===== src/rtl/id_ex_if.sv =====
// Decode-to-execute bundle: decode-stage fields, EX pipeline register contents
// and the hazard/stall side signals exchanged with the pipeline control.
interface id_ex_if;
  logic        id_valid, id_regwrite, id_memread, id_memwrite;
  logic [3:0]  id_rs, id_rt, id_rd, id_opcode;
  logic        id_rs_used, id_rt_used;
  logic [15:0] id_rs_data, id_rt_data, id_imm, id_pc;
  logic        flush, mem_stall;

  logic        ex_valid, ex_regwrite, ex_memread, ex_memwrite;
  logic [3:0]  ex_rs, ex_rt, ex_rd, ex_opcode;
  logic [15:0] ex_rs_data, ex_rt_data, ex_imm, ex_pc;
  logic        stall_if_id;
  logic [7:0]  hazard_count;

  modport master (
    output id_valid, id_regwrite, id_memread, id_memwrite,
           id_rs, id_rt, id_rd, id_opcode, id_rs_used, id_rt_used,
           id_rs_data, id_rt_data, id_imm, id_pc, flush, mem_stall,
    input  ex_valid, ex_regwrite, ex_memread, ex_memwrite,
           ex_rs, ex_rt, ex_rd, ex_opcode,
           ex_rs_data, ex_rt_data, ex_imm, ex_pc, stall_if_id, hazard_count
  );

  modport slave (
    input  id_valid, id_regwrite, id_memread, id_memwrite,
           id_rs, id_rt, id_rd, id_opcode, id_rs_used, id_rt_used,
           id_rs_data, id_rt_data, id_imm, id_pc, flush, mem_stall,
    output ex_valid, ex_regwrite, ex_memread, ex_memwrite,
           ex_rs, ex_rt, ex_rd, ex_opcode,
           ex_rs_data, ex_rt_data, ex_imm, ex_pc, stall_if_id, hazard_count
  );
endinterface


===== src/rtl/id_ex_stage.sv =====
// ID/EX pipeline register with load-use hazard detection, flush/hold control
// and a saturating count of inserted load-use bubbles.
//   state  | meaning
//   RUN    | normal operation, load-use detection active
//   BUBBLE | EX holds the bubble just inserted; ID instruction captured next
module id_ex_stage (
  input  logic     clk,
  input  logic     rst,
  id_ex_if.slave   bus
);

  typedef enum logic {RUN = 1'b0, BUBBLE = 1'b1} state_t;

  state_t state, state_nxt;
  logic   dep_rs, dep_rt_alu, load_use;
  logic   load_bubble, capture, hz_inc, stall;

  assign dep_rs     = bus.id_rs_used & (bus.id_rs == bus.ex_rd);
  // Store data reaches MEM through MEM-to-MEM forwarding, so SW rt never stalls.
  assign dep_rt_alu = bus.id_rt_used & (bus.id_rt == bus.ex_rd) & ~bus.id_memwrite;
  assign load_use   = bus.ex_valid & bus.ex_memread & (bus.ex_rd != 4'd0) &
                      bus.id_valid & (dep_rs | dep_rt_alu);

  always_ff @(posedge clk or posedge rst) begin
    if (rst) state <= RUN;
    else     state <= state_nxt;
  end

  always_comb begin
    state_nxt   = state;
    load_bubble = 1'b0;
    capture     = 1'b0;
    hz_inc      = 1'b0;
    stall       = 1'b0;
    if (bus.flush) begin
      load_bubble = 1'b1;
      state_nxt   = RUN;
    end else if (bus.mem_stall) begin
      stall = 1'b1;
    end else if (state == RUN && load_use) begin
      load_bubble = 1'b1;
      stall       = 1'b1;
      hz_inc      = 1'b1;
      state_nxt   = BUBBLE;
    end else begin
      capture   = 1'b1;
      state_nxt = RUN;
    end
  end

  assign bus.stall_if_id = stall;

  always_ff @(posedge clk or posedge rst) begin
    if (rst) begin
      bus.ex_valid    <= 1'b0;
      bus.ex_regwrite <= 1'b0;
      bus.ex_memread  <= 1'b0;
      bus.ex_memwrite <= 1'b0;
      bus.ex_rs       <= 4'd0;
      bus.ex_rt       <= 4'd0;
      bus.ex_rd       <= 4'd0;
      bus.ex_opcode   <= 4'd0;
      bus.ex_rs_data  <= 16'd0;
      bus.ex_rt_data  <= 16'd0;
      bus.ex_imm      <= 16'd0;
      bus.ex_pc       <= 16'd0;
    end else if (load_bubble || (capture && !bus.id_valid)) begin
      bus.ex_valid    <= 1'b0;
      bus.ex_regwrite <= 1'b0;
      bus.ex_memread  <= 1'b0;
      bus.ex_memwrite <= 1'b0;
      bus.ex_rs       <= 4'd0;
      bus.ex_rt       <= 4'd0;
      bus.ex_rd       <= 4'd0;
      bus.ex_opcode   <= 4'd0;
      bus.ex_rs_data  <= 16'd0;
      bus.ex_rt_data  <= 16'd0;
      bus.ex_imm      <= 16'd0;
      bus.ex_pc       <= 16'd0;
    end else if (capture) begin
      bus.ex_valid    <= bus.id_valid;
      bus.ex_regwrite <= bus.id_regwrite;
      bus.ex_memread  <= bus.id_memread;
      bus.ex_memwrite <= bus.id_memwrite;
      bus.ex_rs       <= bus.id_rs;
      bus.ex_rt       <= bus.id_rt;
      bus.ex_rd       <= bus.id_rd;
      bus.ex_opcode   <= bus.id_opcode;
      bus.ex_rs_data  <= bus.id_rs_data;
      bus.ex_rt_data  <= bus.id_rt_data;
      bus.ex_imm      <= bus.id_imm;
      bus.ex_pc       <= bus.id_pc;
    end
  end

  always_ff @(posedge clk or posedge rst) begin
    if (rst)
      bus.hazard_count <= 8'd0;
    else if (hz_inc && bus.hazard_count != 8'hFF)
      bus.hazard_count <= bus.hazard_count + 8'd1;
  end

endmodule


===== src/flat_wrapper.sv =====
// flat-port wrapper written by rule: the top's interface ports become plain ports
module id_ex_stage_flat 
  (clk, rst, bus_id_valid, bus_id_regwrite, bus_id_memread, bus_id_memwrite, bus_id_rs, bus_id_rt, bus_id_rd, bus_id_opcode, bus_id_rs_used, bus_id_rt_used, bus_id_rs_data, bus_id_rt_data, bus_id_imm, bus_id_pc, bus_flush, bus_mem_stall, bus_ex_valid, bus_ex_regwrite, bus_ex_memread, bus_ex_memwrite, bus_ex_rs, bus_ex_rt, bus_ex_rd, bus_ex_opcode, bus_ex_rs_data, bus_ex_rt_data, bus_ex_imm, bus_ex_pc, bus_stall_if_id, bus_hazard_count);
  id_ex_if bus_i ();
  input  logic clk;
  input  logic rst;
  input wire logic [$bits(bus_i.id_valid)-1:0] bus_id_valid;
  input wire logic [$bits(bus_i.id_regwrite)-1:0] bus_id_regwrite;
  input wire logic [$bits(bus_i.id_memread)-1:0] bus_id_memread;
  input wire logic [$bits(bus_i.id_memwrite)-1:0] bus_id_memwrite;
  input wire logic [$bits(bus_i.id_rs)-1:0] bus_id_rs;
  input wire logic [$bits(bus_i.id_rt)-1:0] bus_id_rt;
  input wire logic [$bits(bus_i.id_rd)-1:0] bus_id_rd;
  input wire logic [$bits(bus_i.id_opcode)-1:0] bus_id_opcode;
  input wire logic [$bits(bus_i.id_rs_used)-1:0] bus_id_rs_used;
  input wire logic [$bits(bus_i.id_rt_used)-1:0] bus_id_rt_used;
  input wire logic [$bits(bus_i.id_rs_data)-1:0] bus_id_rs_data;
  input wire logic [$bits(bus_i.id_rt_data)-1:0] bus_id_rt_data;
  input wire logic [$bits(bus_i.id_imm)-1:0] bus_id_imm;
  input wire logic [$bits(bus_i.id_pc)-1:0] bus_id_pc;
  input wire logic [$bits(bus_i.flush)-1:0] bus_flush;
  input wire logic [$bits(bus_i.mem_stall)-1:0] bus_mem_stall;
  output wire logic [$bits(bus_i.ex_valid)-1:0] bus_ex_valid;
  output wire logic [$bits(bus_i.ex_regwrite)-1:0] bus_ex_regwrite;
  output wire logic [$bits(bus_i.ex_memread)-1:0] bus_ex_memread;
  output wire logic [$bits(bus_i.ex_memwrite)-1:0] bus_ex_memwrite;
  output wire logic [$bits(bus_i.ex_rs)-1:0] bus_ex_rs;
  output wire logic [$bits(bus_i.ex_rt)-1:0] bus_ex_rt;
  output wire logic [$bits(bus_i.ex_rd)-1:0] bus_ex_rd;
  output wire logic [$bits(bus_i.ex_opcode)-1:0] bus_ex_opcode;
  output wire logic [$bits(bus_i.ex_rs_data)-1:0] bus_ex_rs_data;
  output wire logic [$bits(bus_i.ex_rt_data)-1:0] bus_ex_rt_data;
  output wire logic [$bits(bus_i.ex_imm)-1:0] bus_ex_imm;
  output wire logic [$bits(bus_i.ex_pc)-1:0] bus_ex_pc;
  output wire logic [$bits(bus_i.stall_if_id)-1:0] bus_stall_if_id;
  output wire logic [$bits(bus_i.hazard_count)-1:0] bus_hazard_count;
  assign bus_i.id_valid = bus_id_valid;
  assign bus_i.id_regwrite = bus_id_regwrite;
  assign bus_i.id_memread = bus_id_memread;
  assign bus_i.id_memwrite = bus_id_memwrite;
  assign bus_i.id_rs = bus_id_rs;
  assign bus_i.id_rt = bus_id_rt;
  assign bus_i.id_rd = bus_id_rd;
  assign bus_i.id_opcode = bus_id_opcode;
  assign bus_i.id_rs_used = bus_id_rs_used;
  assign bus_i.id_rt_used = bus_id_rt_used;
  assign bus_i.id_rs_data = bus_id_rs_data;
  assign bus_i.id_rt_data = bus_id_rt_data;
  assign bus_i.id_imm = bus_id_imm;
  assign bus_i.id_pc = bus_id_pc;
  assign bus_i.flush = bus_flush;
  assign bus_i.mem_stall = bus_mem_stall;
  assign bus_ex_valid = bus_i.ex_valid;
  assign bus_ex_regwrite = bus_i.ex_regwrite;
  assign bus_ex_memread = bus_i.ex_memread;
  assign bus_ex_memwrite = bus_i.ex_memwrite;
  assign bus_ex_rs = bus_i.ex_rs;
  assign bus_ex_rt = bus_i.ex_rt;
  assign bus_ex_rd = bus_i.ex_rd;
  assign bus_ex_opcode = bus_i.ex_opcode;
  assign bus_ex_rs_data = bus_i.ex_rs_data;
  assign bus_ex_rt_data = bus_i.ex_rt_data;
  assign bus_ex_imm = bus_i.ex_imm;
  assign bus_ex_pc = bus_i.ex_pc;
  assign bus_stall_if_id = bus_i.stall_if_id;
  assign bus_hazard_count = bus_i.hazard_count;
  id_ex_stage u_core (.clk(clk), .rst(rst), .bus(bus_i));
endmodule

===== config.mk =====
export PLATFORM = sky130hd
export DESIGN_NAME = id_ex_stage_flat
export DESIGN_NICKNAME = d
export VERILOG_FILES = /design/src/rtl/id_ex_if.sv /design/src/rtl/id_ex_stage.sv /design/src/flat_wrapper.sv
export SDC_FILE = /design/constraint.sdc
export NUM_CORES = 1
export LEC_CHECK = 0
export CORE_MARGIN = 10
export CORE_UTILIZATION = 36
export DETAILED_ROUTE_END_ITERATION = 8
export GPL_TIMING_DRIVEN = 0
export PLACE_DENSITY = 0.77
export SYNTH_ARGS = -nofsm -noshare
export SYNTH_HDL_FRONTEND = slang
export SYNTH_SLANG_ARGS = --single-unit

===== constraint.sdc =====
create_clock -name clk -period 3 [get_ports clk]
set_input_delay 0.45 -clock clk [delete_from_list [all_inputs] [get_ports clk]]
set_output_delay 0.45 -clock clk [all_outputs]
set_load 0.02 [all_outputs]

==> results of run 1 <==
==> worst paths after layout <==
path                                                   startpoint                                      to  slack [ns]  cells after the start
min                        u_core.bus.hazard_count[4]$_DFFE_PP0P_  u_core.bus.hazard_count[4]$_DFFE_PP0P_        0.50                      1
max reg2reg                       u_core.bus.ex_rd[0]$_DFFE_PP0P_    u_core.bus.ex_rt_data[1]$_DFFE_PP0P_        0.57                      7
max in group asynchronous                                     rst         u_core.bus.ex_rd[3]$_DFFE_PP0P_        1.84                      3
max                                                  bus_id_valid                         bus_stall_if_id        0.29                      7
min reg2reg                u_core.bus.hazard_count[4]$_DFFE_PP0P_  u_core.bus.hazard_count[4]$_DFFE_PP0P_        0.50                      1
min in group asynchronous                                     rst   u_core.bus.ex_rt_data[13]$_DFFE_PP0P_        0.51                      2
==> cell type report <==
cell class                      instances  area share, %
Sequential cell                        93          39.59
Timing Repair Buffer                  185          31.69
Multi-Input combinational cell        131          19.11
Tap cell                              133          2.831
Clock buffer                           10          2.341
Buffer                                 18          2.129
Clock inverter                          6          2.001
Inverter                                4         0.2980
==> layer usage <==
| metal | vias to the layer above | GRT usage, % |
|---|---|---|
| met5 | - | 0 |
| met4 | 0 | 2.866 |
| met3 | 9 | 8.111 |
| met2 | 113 | 25.62 |
| met1 | 1481 | 18.82 |
| li1 | 1338 | - |
==> cells in the final DEF (no fill, tap or decap), types with 2 or more instances in the layout <==
cell type        synthesis  layout
and2_1                   2       2
inv_1                    4       3
and3_1                   3       3
dfrtp_1                 93      93
bufinv_16                0       3
nand2_1                  2       2
o2111ai_1                3       3
clkbuf_1                 9       9
buf_6                    7       7
o211ai_1                 3       3
clkdlybuf4s50_1          0     181
a21oi_1                  2       2
buf_4                    1       3
xnor2_1                 12      12
clkbuf_8                 0      10
nor2_1                   3       3
a22o_1                  83      83
==> flip-flops by register name, indices dropped and copies added, names as in the netlist <==
name and cells:
u_core.bus.ex_rs_data 16, u_core.state 1, u_core.bus.ex_imm 16, u_core.bus.hazard_count 8, u_core.bus.ex_rd 4, u_core.bus.ex_regwrite 1, u_core.bus.ex_pc 16, u_core.bus.ex_rt_data 16
u_core.bus.ex_memwrite 1, u_core.bus.ex_memread 1, u_core.bus.ex_opcode 4, u_core.bus.ex_valid 1, u_core.bus.ex_rt 4, u_core.bus.ex_rs 4
==> cells by family (layout without fill, tap and decap cells) <==
| family | after synthesis | after routing | share of synthesized area [%] |
|---|---|---|---|
| simple gates | 20 | 20 | 4.154 |
| fa+ha+maj | 1 | 1 | 0.3490 |
| mux | 1 | 1 | 0.3141 |
| xor+xnor | 12 | 12 | 2.932 |
| buf+inv | 22 | 223 | 3.909 |
| flops | 93 | 93 | 64.92 |
| compound gates | 97 | 97 | 23.42 |
==> what timing repair did <==
action                                  4_1_cts  5_1_grt
gates resized for setup                       2        0
buffers inserted                              2        0
hold buffers                                  0        0
endpoints found under the setup margin        1        0
==> power by group through the flow <==
stage          Clock [mW]  Sequential, mW  Combinational, mW
6_report             1.04            1.32              0.409
4_1_cts              1.06            1.32              0.415
3_5_place_dp            0            1.35              0.414
3_3_place_gp            0            1.35              0.403
2_1_floorplan           0            1.40              0.105
5_1_grt              1.13            1.33              0.437
==> worst register-to-register path, stage by stage, from the launching register on <==
cell and delay [ns]:
dfrtp_1 0.47, o41ai_2 0.66, nor4_4 0.10, buf_4 0.19, nor4b_2 0.34, buf_4 0.30
buf_6 0.18, a22o_1 0.14
==> impl_metrics.ini, run 1 <==
[power_and_ir_drop]
power_frac_clock_pct = 37.6
combPwrFrac_pct = 14.7
p_seq_share_pct = 47.7
p_leak_nw = 2.594
power.density_mw_per_mm2 = 472.2
netSwitchingFraction_pct = 24.10
cell_internal_pwr_mw = 2.107
power.total_mw = 2.776
p_sw_mw = 0.6689
ir_worst_vdd_mv = 0.3176

[drt]
via_per_inst = 5.071
dr_wl_met3_mm = 1.165
drt_iter0_drc = 128
wl_met2_mm = 5.583
route.detailed.drc = 0
top_layer_used = met4
routedWlPerCell_microns = 20.13
vias = 2941
wl_mm = 11.68
first_pass_iters = 4
wl_met1_mm = 4.831
antenna_left = 0

[clocking]
numCtsBuffers = 9
clock_latency_ns = 0.35
cts_tree = done
clkTransAtPathRegs_ns = 0.09
ctsRootBufferMaster = clkbuf_8
h-tree-depth = 3
clockBufferDepth = 2
clock-sinks = 93

[cells_and_area]
final_cells = 580
nets = 533
area.sequential_sq_mm = 0.002327
drive_gt1_share_pct = 7.830
syn2layout_area_growth_pct = 63.98
final_util_pct = 60.42
multiInputGateArea_sq_mm = 0.001124
diodes = 0
final_cell_area_sq_mm = 0.005878
fill_cells = 785

[sta]
timing.fmax_mhz = 368.5
hold_viol_final = 0
fin_ws_ns = 0.2860
min_period_over_period_pct = 90.47
worstMarginPinSlew_ns = 0.6447
finalMaxSlewViolations = 0
clock-skew-final_ns = 0.01511
relSlewSlack_pct = 57.02
rsz0062_at_grt = no
hold_ws_ns = 0.5022
min_period_ns = 2.714
finalSetupViolCount = 0
finalSetupTns_ns = 0

[critical_path]
worst-path-max-fanout = 3
end_kind = output pin
path_buf_inv = 2
cp_cell_sequence = clkdlybuf4s50_1, and4b_1, o41ai_2, nor4_4, nor2_1, a21oi_1, dlygate4sd2_1
arrival_ns = 2.26
cp_slowest_cell = clkdlybuf4s50_1
critPathMaxStageDelay_ns = 0.49
worstPathRequired_ns = 2.55
path_class = in2out
crit_family = buffers and inverters
crit_path_start_kind = primary input

[yosys]
postSynthCellCount = 246
synth_ff_type = dfrtp_1
yosysMostFrequentCell = dfrtp_1
synth_edf_count = 0
synth-seq-cells = 93
synth.cell_area_sq_mm = 0.003585
synth_area_leaders = dfrtp_1 (65%), a22o_1 (20%), xnor2_1 (2.9%), buf_6 (2.2%), clkbuf_1 (0.94%)
synth.distinct_cells = 33
synthArstFlopShare_pct = 100.0
synth_top_area_share_pct = 64.92
yosysSeqAreaShare_pct = 64.92
yosysWarnings = 0
synth_top_area_cell = dfrtp_1
synth_commonest_cells = dfrtp_1 (93), a22o_1 (83), xnor2_1 (12)
syn_avg_cell_area_sq_um = 14.57
syn-num-nets = 337

[place]
routabilityCongestion = 0.7820
numPortBuffers = 182
place_ws_ns = -0.3919
dp.cells = 562
dpl_cell_area_sq_mm = 0.005603
dpl.hpwl_mm = 9.075

[min_path]
hp-class = reg2reg

[grt]
grt-ovfl-total = 0
grt_max_degree = 51
first_global_vias = 3294
antenna_found_initial = 0
grt_pass1_wl_mm = 18.42
grt_use_total_pct = 15.89

[die]
core-area_sq_mm = 0.009729
die_area_sq_mm = 0.01435
die_w_microns = 119.8
ioPinCount = 183
die_h_microns = 119.8
initial_utilization_pct = 36.84
rows = 36

[status]
status = completed

[job]
drv_cap = 0
No activity file was read; power rests on OpenSTA's default activity.
==> inputs of run 2 (changes only) <==
Settings changed: REMOVE_ABC_BUFFERS set to 1.
==> impl_metrics.ini, run 2 (synthesis gave the netlist of run 1 again) <==
[sta]
clock-skew-final_ns = 0.009148
finalMaxSlewViolations = 0
rsz0062_at_grt = no
timing.fmax_mhz = 361.3
finalSetupViolCount = 0
finalSetupTns_ns = 0
worstMarginPinSlew_ns = 0.5999
relSlewSlack_pct = 59.91
min_period_ns = 2.768
min_period_over_period_pct = 92.26
fin_ws_ns = 0.2323
hold_viol_final = 0

[drt]
drt_iter0_drc = 188
vias = 2867
first_pass_iters = 4
wl_mm = 11.31
routedWlPerCell_microns = 19.91
route.detailed.drc = 0
via_per_inst = 5.048
antenna_left = 0

[critical_path]
arrival_ns = 2.32
end_kind = output pin
rr_worst_depth = 8
worstPathRequired_ns = 2.55
worst-path-max-fanout = 10
crit_path_start_kind = primary input
rrSetupSlack_ns = 0.52
r2r_start = u_core.bus.ex_rd[0]$_DFFE_PP0P_
path_class = in2out
r2r_end = u_core.bus.ex_imm[7]$_DFFE_PP0P_

[die]
die_h_microns = 119.8
die_w_microns = 119.8
rows = 36
initial_utilization_pct = 36.84
core-area_sq_mm = 0.009729
die_area_sq_mm = 0.01435
ioPinCount = 183

[clocking]
clkTransAtPathRegs_ns = 0.10
cts_tree = done
h-tree-depth = 3
ctsRootBufferMaster = clkbuf_8
clock-sinks = 93
clock_latency_ns = 0.34
numCtsBuffers = 9
clockBufferDepth = 2

[place]
routabilityCongestion = 0.7307
numPortBuffers = 182
dpl.hpwl_mm = 8.676
dp.cells = 550
place_ws_ns = -0.3805

[grt]
grt_pass1_wl_mm = 17.76
antenna_found_initial = 0
first_global_vias = 3176
grt_max_degree = 53
grt-ovfl-total = 0
grt_use_total_pct = 15.33

[cells_and_area]
final_cells = 568
syn2layout_area_growth_pct = 63.07
layout_common_cells = clkdlybuf4s50_1 (181), dfrtp_1 (93), a22o_1 (83), xnor2_1 (12), clkbuf_8 (10)
final_common_cell = clkdlybuf4s50_1
drive_gt1_share_pct = 7.586
nets = 521
diodes = 0

[power_and_ir_drop]
p_leak_nw = 2.571
ir_worst_vdd_mv = 0.2250
power.total_mw = 2.679
power.density_mw_per_mm2 = 458.2

[status]
status = completed

[min_path]
hp-class = in2async

[job]
drv_cap = 0
==> run 2: worst max-delay path by stage <==
stage | start | endpoint | slack (ns) | depth (start not counted)
after global routing | bus_id_valid | bus_stall_if_id | 0.09 | 7
after CTS | bus_id_rs[1] | bus_stall_if_id | 0.23 | 7
final | bus_id_valid | bus_stall_if_id | 0.23 | 7
after global placement | bus_id_rt[1] | u_core.bus.ex_rt_data[9]$_DFFE_PP0P_ | -4.28 | 6
after floorplan | u_core.bus.ex_rd[0]$_DFFE_PP0P_ | u_core.bus.ex_imm[0]$_DFFE_PP0P_ | -2.09 | 4
after detailed placement | bus_id_rt[1] | bus_stall_if_id | -0.38 | 7
==> run 2: final cells by class <==
cell class / count / area, sq um
clock buffer: 10 / 137.6
clock inverter: 6 / 93.84
fill: 810 / 3884
inverter: 4 / 17.52
multi-input combinational: 131 / 1140
sequential: 93 / 2327
tap: 133 / 166.4
timing repair buffer: 191 / 1963
==> run 2: report_power, final <==
group / internal, mW / total (mW) / switching [mW] / leakage [nW]
clock network: 0.500 / 0.947 / 0.447 / 0.113
logic: 0.228 / 0.409 / 0.181 / 1.19
registers: 1.30 / 1.32 / 0.0274 / 1.27
==> run 2: stage by stage <==
| step | cell area, sq um | hold slack [ns] | util (%) |
|---|---|---|---|
| 6_report | 5846 | 0.4910 | 60.08 |
| 5_1_grt | 5846 | 0.5143 | 60.08 |
| 4_1_cts | 5846 | 0.4895 | 60.08 |
| 3_5_place_dp | 5594 | 0.4891 | 57.50 |
| 3_3_place_gp | 5448 | 0.4821 | 55.99 |
| 2_1_floorplan | 3460 | 0.5131 | - |
==> run 2: critical path, stage by stage <==
cell and delay (ns):
clkdlybuf4s50_1 0.50, and4b_1 0.21, o41ai_2 0.12, nor3_4 0.41, nor2_1 0.11, a21oi_1 0.15
dlygate4sd2_1 0.35
==> run 2: layer usage <==
layer / share of wire [%] / GRT usage [%] / vias to the layer above
li1: - / - / 1314
met1: 42 / 18.30 / 1423
met2: 49 / 25.52 / 118
met3: 8.0 / 5.438 / 12
met4: 1.3 / 4.525 / 0
met5: 0 / 0 / -
==> run 2: timing repair <==
action                                  4_1_cts  5_1_grt
endpoints found under the setup margin       16        0
hold buffers                                  0        0
buffers inserted                              2        0
gates resized for setup                       2        0
==> inputs of run 3 (changes only) <==
Settings changed: CORE_MARGIN 10 to 2, MAX_ROUTING_LAYER set to met4.
==> impl_metrics.ini, run 3 (synthesis gave the netlist of run 1 again) <==
[status]
status = completed

[sta]
relSlewSlack_pct = 46.34
finalMaxSlewViolations = 0
finalSetupViolCount = 0
clock-skew-final_ns = 0.01188
worstMarginPinSlew_ns = 0.8031
min_period_over_period_pct = 85.17
min_period_ns = 2.555
fin_ws_ns = 0.4450
finalSetupTns_ns = 0
rsz0062_at_grt = no
timing.fmax_mhz = 391.4
hold_viol_final = 0

[power_and_ir_drop]
power.total_mw = 2.649
p_leak_nw = 2.592
ir_worst_vdd_mv = 0.2830
power.density_mw_per_mm2 = 451.7

[drt]
drt_iter0_drc = 111
first_pass_iters = 4
wl_mm = 9.755
via_per_inst = 5.026
route.detailed.drc = 0
antenna_left = 0
vias = 2865
routedWlPerCell_microns = 17.11

[die]
ioPinCount = 183
die_h_microns = 103.8
rows = 36
die_w_microns = 103.8
initial_utilization_pct = 36.84
core-area_sq_mm = 0.009729
die_area_sq_mm = 0.01077

[critical_path]
worstPathRequired_ns = 3.29
end_kind = register
crit_path_start_kind = register
path_class = reg2reg
arrival_ns = 2.84
crit_family = compound AO/OA/AOI/OAI gates
cp_cell_sequence = o41ai_2, nor4_4, buf_4, nor4b_4, buf_8, buf_6, buf_8, a22o_1
critPathMaxStageDelay_ns = 0.63
path_buf_inv = 4
r2r_start = u_core.bus.ex_rd[0]$_DFFE_PP0P_
timing.critical_path.mode_cell = buf_8
rrSetupSlack_ns = 0.45
worst-path-max-fanout = 19
cp_slowest_cell = o41ai_2
r2r_end = u_core.bus.ex_imm[8]$_DFFE_PP0P_
rr_worst_depth = 8

[cells_and_area]
drive_gt1_share_pct = 8.009
final_common_cell = clkdlybuf4s50_1
syn2layout_area_growth_pct = 63.56
final_cells = 570
layout_common_cells = clkdlybuf4s50_1 (181), dfrtp_1 (93), a22o_1 (83), xnor2_1 (12), clkbuf_8 (9)
multiInputGateArea_sq_mm = 0.001140
diodes = 0
area.sequential_sq_mm = 0.002327
final_util_pct = 60.26
fill_cells = 811
nets = 523

[place]
dp.cells = 550
routabilityCongestion = 0.7561
place_ws_ns = -0.3500
dpl.hpwl_mm = 7.153
numPortBuffers = 182

[grt]
grt_use_total_pct = 18.94
grt_max_degree = 52
antenna_found_initial = 0
first_global_vias = 2846
grt_pass1_wl_mm = 15.68
grt-ovfl-total = 0

[clocking]
cts_tree = done
ctsRootBufferMaster = clkbuf_8
clock_latency_ns = 0.36
clock-sinks = 93
h-tree-depth = 3
cts_hold_repair.buffers = 0
clockBufferDepth = 2
clkTransAtPathRegs_ns = 0.10
numCtsBuffers = 9

[min_path]
hp-class = in2async

[job]
drv_cap = 0
-- run 3: worst max-delay path by stage --
stage                     cells after the start  slack, ns                            start                              endpoint
final                                         8       0.45  u_core.bus.ex_rd[0]$_DFFE_PP0P_      u_core.bus.ex_imm[8]$_DFFE_PP0P_
after detailed placement                      7      -0.35                     bus_id_rt[1]                       bus_stall_if_id
after global placement                        6      -4.05                     bus_id_rt[1]  u_core.bus.ex_rt_data[3]$_DFFE_PP0P_
after CTS                                     8      0.009  u_core.bus.ex_rd[0]$_DFFE_PP0P_      u_core.bus.ex_imm[8]$_DFFE_PP0P_
after global routing                          8       0.31  u_core.bus.ex_rd[0]$_DFFE_PP0P_      u_core.bus.ex_imm[8]$_DFFE_PP0P_
after floorplan                               4      -2.09  u_core.bus.ex_rd[0]$_DFFE_PP0P_      u_core.bus.ex_imm[0]$_DFFE_PP0P_
-- run 3: worst reg2reg max path: stages, from the launching register on --
cell,delay (ns)
dfrtp_1,0.48
o41ai_2,0.63
nor4_4,0.09
buf_4,0.19
nor4b_4,0.33
buf_8,0.20
buf_6,0.21
buf_8,0.20
a22o_1,0.16
-- run 3: routing by layer --
| layer | global-route usage [%] | wire (microns) | vias to the layer above |
|---|---|---|---|
| li1 | - | - | 1320 |
| met1 | 25.17 | 4384 | 1419 |
| met2 | 29.52 | 4739 | 114 |
| met3 | 3.587 | 503 | 12 |
| met4 | 6.274 | 127 | 0 |
| met5 | - | 0 | - |
-- run 3: cell type report --
cell class,instances,share of cell area (%)
inverters,4,0.2988
clock buffers,9,2.113
clock inverters,7,1.686
flip-flops and latches,93,39.69
repair buffers,193,33.93
well taps,133,2.838
multi-input cells,131,19.44
-- run 3: metrics by stage --
stage                     instance area, sq um  hold slack (ns)
after global routing                      5863           0.5196
after CTS                                 5853           0.4900
after detailed placement                  5602           0.4863
final                                     5863           0.4843
after floorplan                           3460           0.5131
after global placement                    5448           0.4861
-- run 3: where the power goes --
group          switching [mW]  internal [mW]  leakage [nW]
Clock                   0.445          0.474         0.110
Combinational           0.177          0.230          1.21
Sequential             0.0271           1.30          1.27
-- run 3: what timing repair did --
action | CTS | global route
pin swaps | 2 | 1
resized for setup | 1 | 1
buffers inserted | 3 | 1
hold endpoints to repair | 0 | 0
setup endpoints to repair | 1 | 20
